### src/rtl/dmem_lsu.sv
`default_nettype none
// ---------------------------------------------------------------------------
// dmem_lsu : RV32I load/store initiator between core MEM stage and dmem bus
// Rev 1.0
// ---------------------------------------------------------------------------
module dmem_lsu #(
  parameter int unsigned WIDTH = 32
) (
  input  logic               clk_i,
  input  logic               rst_ni,
  input  logic               req_valid_i,
  output logic               req_ready_o,
  input  logic               req_we_i,
  input  logic [2:0]         req_funct3_i,
  input  logic [WIDTH-1:0]   req_addr_i,
  input  logic [WIDTH-1:0]   req_wdata_i,
  output logic               rsp_valid_o,
  input  logic               rsp_ready_i,
  output logic [WIDTH-1:0]   rsp_rdata_o,
  output logic               rsp_err_o,
  output logic               mem_read_o,
  output logic               mem_write_o,
  output logic [WIDTH-3:0]   mem_addr_o,
  output logic [WIDTH-1:0]   mem_wdata_o,
  output logic [3:0]         mem_byteen_o,
  input  logic [WIDTH-1:0]   mem_rdata_i
);

  typedef enum logic [1:0] {
    S_IDLE   = 2'd0,
    S_ACCESS = 2'd1,
    S_RESP   = 2'd2
  } state_e;

  state_e             state_q;
  logic               we_q;
  logic [2:0]         funct3_q;
  logic [1:0]         lane_q;
  logic               req_ready_q;
  logic               rsp_valid_q;
  logic               rsp_err_q;
  logic [WIDTH-1:0]   rsp_rdata_q;
  logic               mem_read_q;
  logic               mem_write_q;
  logic [WIDTH-3:0]   mem_addr_q;
  logic [WIDTH-1:0]   mem_wdata_q;
  logic [3:0]         mem_byteen_q;

  logic               req_ok_d;
  logic [3:0]         byteen_d;
  logic [WIDTH-1:0]   wdata_d;
  logic [WIDTH-1:0]   load_d;
  logic [7:0]         ld_byte;
  logic [15:0]        ld_half;

  // Request decode: legality, alignment, lane enables and lane-replicated data
  always_comb begin
    req_ok_d = 1'b0;
    byteen_d = 4'b0000;
    wdata_d  = '0;
    case (req_funct3_i)
      3'b000: begin
        req_ok_d = 1'b1;
        byteen_d = 4'b0001 << req_addr_i[1:0];
        wdata_d  = {4{req_wdata_i[7:0]}};
      end
      3'b001: begin
        req_ok_d = ~req_addr_i[0];
        byteen_d = 4'b0011 << req_addr_i[1:0];
        wdata_d  = {2{req_wdata_i[15:0]}};
      end
      3'b010: begin
        req_ok_d = (req_addr_i[1:0] == 2'b00);
        byteen_d = 4'b1111;
        wdata_d  = req_wdata_i;
      end
      3'b100: begin
        req_ok_d = ~req_we_i;
        byteen_d = 4'b0001 << req_addr_i[1:0];
      end
      3'b101: begin
        req_ok_d = ~req_we_i & ~req_addr_i[0];
        byteen_d = 4'b0011 << req_addr_i[1:0];
      end
      default: req_ok_d = 1'b0;
    endcase
  end

  // Lane extraction of the word returned during ACCESS
  always_comb begin
    ld_byte = mem_rdata_i[7:0];
    case (lane_q)
      2'd0:    ld_byte = mem_rdata_i[7:0];
      2'd1:    ld_byte = mem_rdata_i[15:8];
      2'd2:    ld_byte = mem_rdata_i[23:16];
      default: ld_byte = mem_rdata_i[31:24];
    endcase
    ld_half = lane_q[1] ? mem_rdata_i[31:16] : mem_rdata_i[15:0];
    load_d  = mem_rdata_i;
    case (funct3_q)
      3'b000:  load_d = {{24{ld_byte[7]}}, ld_byte};
      3'b001:  load_d = {{16{ld_half[15]}}, ld_half};
      3'b100:  load_d = {24'h0, ld_byte};
      3'b101:  load_d = {16'h0, ld_half};
      default: load_d = mem_rdata_i;
    endcase
  end

  always_ff @(posedge clk_i or negedge rst_ni) begin
    if (!rst_ni) begin
      state_q      <= S_IDLE;
      we_q         <= 1'b0;
      funct3_q     <= 3'b000;
      lane_q       <= 2'b00;
      req_ready_q  <= 1'b1;
      rsp_valid_q  <= 1'b0;
      rsp_err_q    <= 1'b0;
      rsp_rdata_q  <= '0;
      mem_read_q   <= 1'b0;
      mem_write_q  <= 1'b0;
      mem_addr_q   <= '0;
      mem_wdata_q  <= '0;
      mem_byteen_q <= 4'b0000;
    end else begin
      case (state_q)
        S_IDLE: begin
          if (req_valid_i) begin
            we_q        <= req_we_i;
            funct3_q    <= req_funct3_i;
            lane_q      <= req_addr_i[1:0];
            req_ready_q <= 1'b0;
            if (req_ok_d) begin
              state_q      <= S_ACCESS;
              mem_addr_q   <= req_addr_i[WIDTH-1:2];
              mem_byteen_q <= byteen_d;
              mem_write_q  <= req_we_i;
              mem_read_q   <= ~req_we_i;
              mem_wdata_q  <= req_we_i ? wdata_d : '0;
            end else begin
              // Rejected requests never touch the bus
              state_q     <= S_RESP;
              rsp_valid_q <= 1'b1;
              rsp_err_q   <= 1'b1;
              rsp_rdata_q <= '0;
            end
          end
        end
        S_ACCESS: begin
          state_q      <= S_RESP;
          mem_read_q   <= 1'b0;
          mem_write_q  <= 1'b0;
          mem_addr_q   <= '0;
          mem_wdata_q  <= '0;
          mem_byteen_q <= 4'b0000;
          rsp_valid_q  <= 1'b1;
          rsp_err_q    <= 1'b0;
          rsp_rdata_q  <= we_q ? '0 : load_d;
        end
        S_RESP: begin
          if (rsp_ready_i) begin
            state_q     <= S_IDLE;
            rsp_valid_q <= 1'b0;
            rsp_err_q   <= 1'b0;
            rsp_rdata_q <= '0;
            req_ready_q <= 1'b1;
          end
        end
        default: state_q <= S_IDLE;
      endcase
    end
  end

  assign req_ready_o  = req_ready_q;
  assign rsp_valid_o  = rsp_valid_q;
  assign rsp_err_o    = rsp_err_q;
  assign rsp_rdata_o  = rsp_rdata_q;
  assign mem_read_o   = mem_read_q;
  assign mem_write_o  = mem_write_q;
  assign mem_addr_o   = mem_addr_q;
  assign mem_wdata_o  = mem_wdata_q;
  assign mem_byteen_o = mem_byteen_q;

endmodule
`default_nettype wire

### config.mk
export PLATFORM = sky130hd
export DESIGN_NAME = dmem_lsu
export DESIGN_NICKNAME = d
export VERILOG_FILES = /design/src/rtl/dmem_lsu.sv
export SDC_FILE = /design/constraint.sdc
export NUM_CORES = 1
export LEC_CHECK = 0
export ABC_AREA = 1
export CAP_MARGIN = 10
export CORE_MARGIN = 4
export CORE_UTILIZATION = 24
export DETAILED_ROUTE_END_ITERATION = 7
export GPL_TIMING_DRIVEN = 1
export HOLD_SLACK_MARGIN = 0.15
export PLACE_DENSITY = 0.5
export SLEW_MARGIN = 20
export SYNTH_ARGS = -nofsm -noshare
export SYNTH_HDL_FRONTEND = slang
export SYNTH_SLANG_ARGS = --single-unit
### constraint.sdc
create_clock -name clk_i -period 2.3 [get_ports clk_i]
set_input_delay 0.23 -clock clk_i [delete_from_list [all_inputs] [get_ports clk_i]]
set_output_delay 0.23 -clock clk_i [all_outputs]
set_load 0.005 [all_outputs]
[Word-level counts from Yosys, hierarchy flattened]
Index checks and enable logic that the tools add are counted.
Word-level totals
  memories: 0
  output and inout bits: 103
  word-level logic and storage cells: 87
  input port bits: 104
  flip-flop bits (word level): 111
  bits in read-only memories: 0
  latch bits: 0
  RAM bits: 0
Cells by class
  shift operators: 2
  bitwise logic cells: 3
  divide/modulo/power cells: 0
  reductions and logical operators: 15
  add/sub/neg operators: 0
  multipliers: 0
  equality and inequality tests: 15
  muxes and demuxes: 39
  magnitude comparators: 0
Operators by type and width (number)
  two-way mux 32 bit: 7
  case mux 32 bit (3 select lines): 2
  case mux 32 bit (4 select lines): 1
  case mux 32 bit (2 select lines): 1
  two-way mux 30 bit: 2
  case mux 30 bit (2 select lines): 1
  case mux 8 bit (3 select lines): 1
  two-way mux 16 bit: 1
  == test 3 bit (second input constant): 4
  case mux 4 bit (3 select lines): 1
  two-way mux 1 bit: 9
  two-way mux 4 bit: 2
  != test 2 bit (second input constant): 4
  case mux 4 bit (2 select lines): 1
  == test 3 x 1 -> 1 bit (second input constant): 2
  zero test 2 bit: 3
  zero test 3 bit: 2
  two-way mux 2 bit: 3
  case mux 1 bit (2 select lines): 3
  case mux 1 bit (3 select lines): 2
  case mux 2 bit (3 select lines): 1
  AND reduction 3 bit: 2
  case mux 1 bit (5 select lines): 1
  == test 2 x 1 -> 1 bit (second input constant): 2
  11 further kinds: 16

[Depth between registers and ports, before layout]
  depth in word-level cells: 6
  gate-level depth with buffers: 11
  mapped depth without buffers: 11

[Worst setup path after synthesis]
Ideal clock, no wire load.
  kind: reg2reg
  from: register state_q[0]
  to: register rsp_rdata_q[19] (netlist: rsp_rdata_o[19])
  cell stages (with the launch flop): 11
  path buffers: 1
  path slack: 672 ps
  period minus slack after synthesis: 1628 ps
  required time: 2235 ps
  library setup time: 65 ps
  data arrival time: 1563 ps
  path through: dfrtp_1 > inv_1 > ha_1 > nand2_1 > nand2_2 > inv_2 > o21ai_2 > a21oi_4 > buf_2 > nand4_1 > nand2_1
On the way
  longest elaborated chain between the ends: 3
  elaborated cells on any way between the ends: 9
  those cells by class: eq/ne: 5; mux: 1; reduce/logical: 3
Ends and longest elaborated chain
  start: declaration: RTL line 35  | state_e state_q;
  start signal: assignment: RTL line 111  | state_q <= S_IDLE;
  start signal: assignment: RTL line 133  | state_q <= S_ACCESS;
  start signal: assignment: RTL line 141  | state_q <= S_RESP;
  == test 2 bit, or another cell as far along: RTL line 125  | case (state_q)
  != test 2 bit (no line) or nonzero test 3 bit (tied branches)
  AND reduction 4 bit (no line)
  end signal: assignment: RTL line 157  | rsp_rdata_q <= we_q ? '0 : load_d;
  end: declaration: RTL line 42  | logic [WIDTH-1:0] rsp_rdata_q;
Parallel ways exist; a longest one is shown, timed or not.
A chain may end at the register's enable or synchronous reset.

[Worst setup path after layout]
  from: register state_q[1]
  to: register mem_wdata_q[17] (netlist: mem_wdata_o[17])
On the way
  longest elaborated chain between the ends: 3
  elaborated cells on any way between the ends: 7
  those cells by class: eq/ne: 3; mux: 1; reduce/logical: 3
Ends and longest elaborated chain
  == test 2 x 1 -> 1 bit or zero test 2 bit (tied branches): RTL line 125
  nonzero test 2 bit (no line) or != test 2 bit (tied branches)
  AND reduction 3 bit (no line)
  end signal: assignment: RTL line 138  | mem_wdata_q <= req_we_i ? wdata_d : '0;
  end: declaration: RTL line 46  | logic [WIDTH-1:0] mem_wdata_q;
Parallel ways exist; a longest one is shown, timed or not.

==> run metrics <==
status=completed; Synth-to-Final Area Change=46.5%; CTS tree=yes; leading area contributor after synthesis=dfrtp_1; final core occ=36.1%; crit start category=register; Required @ worst endpoint=2570 ps; Peak Freq=474 MHz; Ant. Diodes=0; Async SR Flop Fraction=100%; unrepaired setup endpoints after global routing=no; drt total wl=20.0 mm; Least-Margin Pin Slew=796 ps; setup TNS=0 ps; DIE WIDTH=161 um; DIE AREA=25900 sq um; Peak VDD IR=0.000431 V; Max clock buf depth=2; relative slew slack=46.9%; # IOs=207; synthesized instance count=672; Synth Register Bits=111; WL/cell=16.9 um; # setup viols final=0; pwr dens=1120 nW/um^2; post-detail-place hpwl=14.7 mm; DRC violations left=0; Ys Warns=0; share of cells above drive strength 1=10.2%; Core Rows=55; Worst Clk Skew=14.6 ps; Leakage Power=3.82 nW; largest net degree at the start of global routing=58; nature of the critical path endpoint=register; Synth cell types=36; Comb pwr share=47.9%; Net Sw Power=3.54 mW; sequential share of the synthesized area=49.4%; Post-CTS Resized=0; total CTS buffers=9; vias in the first global route=5271; syn nets=779; number of max-cap violations=0; Seq pwr share=34.3%; latest clock arrival within the worst-skew pair=360 ps; Hold Crit Class=primary input to async pin; first-pass GRT wire length=30.9 mm; antenna violations before repair=0; Sw Ratio=38.3%; Reg clk slew, reported paths=80 ps; First-pass DRT Iterations=5; Final Max Slew Viols=0; Clock Power Share=17.8%; Iteration-0 DRC Markers=251; internal power=5.69 mW; H-tree depth=3; GR Overflow Total=0; port bufs=206; Worst EP arrival=2380 ps; worst-path fanout max=25; core area=22800 sq um; most frequent cells in the layout=nand2_1, clkdlybuf4s50_1, dfrtp_1; largest cells by area after synthesis=dfrtp_1, nand2_1, nand3_1; Hold Vio Cnt, Final=0; Synth top area share=49.0%; Die H=161 um; Final ANT Viol Nets=0; routability congestion estimate=0.829; Starting Density=24.6%; DR vias=5329; Post-synth EDFFs=0; average size of a mapped cell=8.37 sq um; Final Critical Period=2110 ps; total power=9.23 mW; Total GRT Usage=15.1%; layout net count=976; Placed Cells=1170; Clock Tree Root=clkbuf_16; Final period util=91.6%; setup bufs post-CTS=0; DR vias/cell=4.49; crit path kind=register to register; post-route insts no fill=1187; Mapped Area=5620 sq um; commonest non-fill, non-tap cell in the layout=nand2_1; Main synth FF type=dfrtp_1; clock sinks=111
[registers in the layout, summed over array words and instances (netlist names), 2 cells and up]
signal and flops:
funct3_q 3, lane_q 2, mem_addr_o 30, mem_byteen_o 4, mem_wdata_o 32, rsp_rdata_o 32
state_q 2
[layout make-up]
cell class,count,area [sq um]
Sequential cell,111,2780
Clock inverter,6,66.3
Multi-Input combinational cell,485,2410
Tap cell,313,392
Inverter,38,143
Timing Repair Buffer,224,2220
Fill cell,2435,14600
Clock buffer,10,229
[through the flow]
stage               instance area (sq um)  hold slack (ps)  worst slack (ps)
finish                               8240              286               192
global route                         8240              289              15.6
CTS                                  8240              270               158
detailed placement                   7930              111               159
global placement                     7930              105               164
floorplan                            5620            -65.6               672
[power by group through the flow]
stage / Sequential, mW / Combinational (mW) / Clock, mW
2_1_floorplan: 3.14 / 2.31 / 0
3_3_place_gp: 3.21 / 4.46 / 0
3_5_place_dp: 3.20 / 4.49 / 0
4_1_cts: 3.17 / 4.50 / 1.72
5_1_grt: 3.27 / 4.88 / 1.79
6_report: 3.17 / 4.42 / 1.64
[worst max-delay path, stage by stage (launching register included)]
cell and delay [ps]:
dfrtp_1 400, inv_1 80, ha_1 290, inv_2 110, or2_2 460, nand2_8 170, nand2_4 240, o21ai_0 280
[per-layer routing]
layer | track usage, % | up-vias | wire (um)
met5 | 0 | - | 0
met4 | 3.64 | 0 | 266
met3 | 4.52 | 13 | 1620
met2 | 23.9 | 189 | 9230
met1 | 20.5 | 2508 | 8880
li1 | - | 2619 | -
[cells in the mapped netlist, types with 6 or more instances]
cell type    n
nand2_1    227
dfrtp_1    110
nand3_1     97
inv_1       33
o21ai_0     33
a21oi_1     20
o21ai_2     20
nand4_1     18
buf_6       15
or2_2       14
nor2_1      13
buf_2       12
buf_4        6
o21ai_1      6
[repair_timing]
| action | in CTS | in global routing |
|---|---|---|
| hold buffers | 1 | 0 |
| endpoints found under the hold margin | 69 | 0 |
| setup endpoints to repair | 0 | 0 |
[cell families after synthesis]
logic type | share of synthesized area [%]
buffers and inverters | 7.75
DFF | 49.4
and+or+nand+nor | 31.1
AOI/OAI and AO/OA | 11.1
adders and majority gates | 0.668
[worst paths after layout]
kind | startpoint | endpoint | slack (ps) | cells after the start
setup / recovery | state_q[1] | mem_wdata_o[17] | 190 | 7
hold / removal | rst_ni | rsp_rdata_o[8] | 290 | 2
setup reg to reg | state_q[1] | mem_wdata_o[17] | 190 | 7
hold reg to reg | rsp_rdata_o[18] | rsp_rdata_o[18] | 480 | 2
max in group asynchronous | rst_ni | mem_addr_o[19] | 1200 | 3
min in group clk_i | req_addr_i[6] | mem_addr_o[4] | 400 | 3
Note: power is estimated with default switching activity, not from simulation.
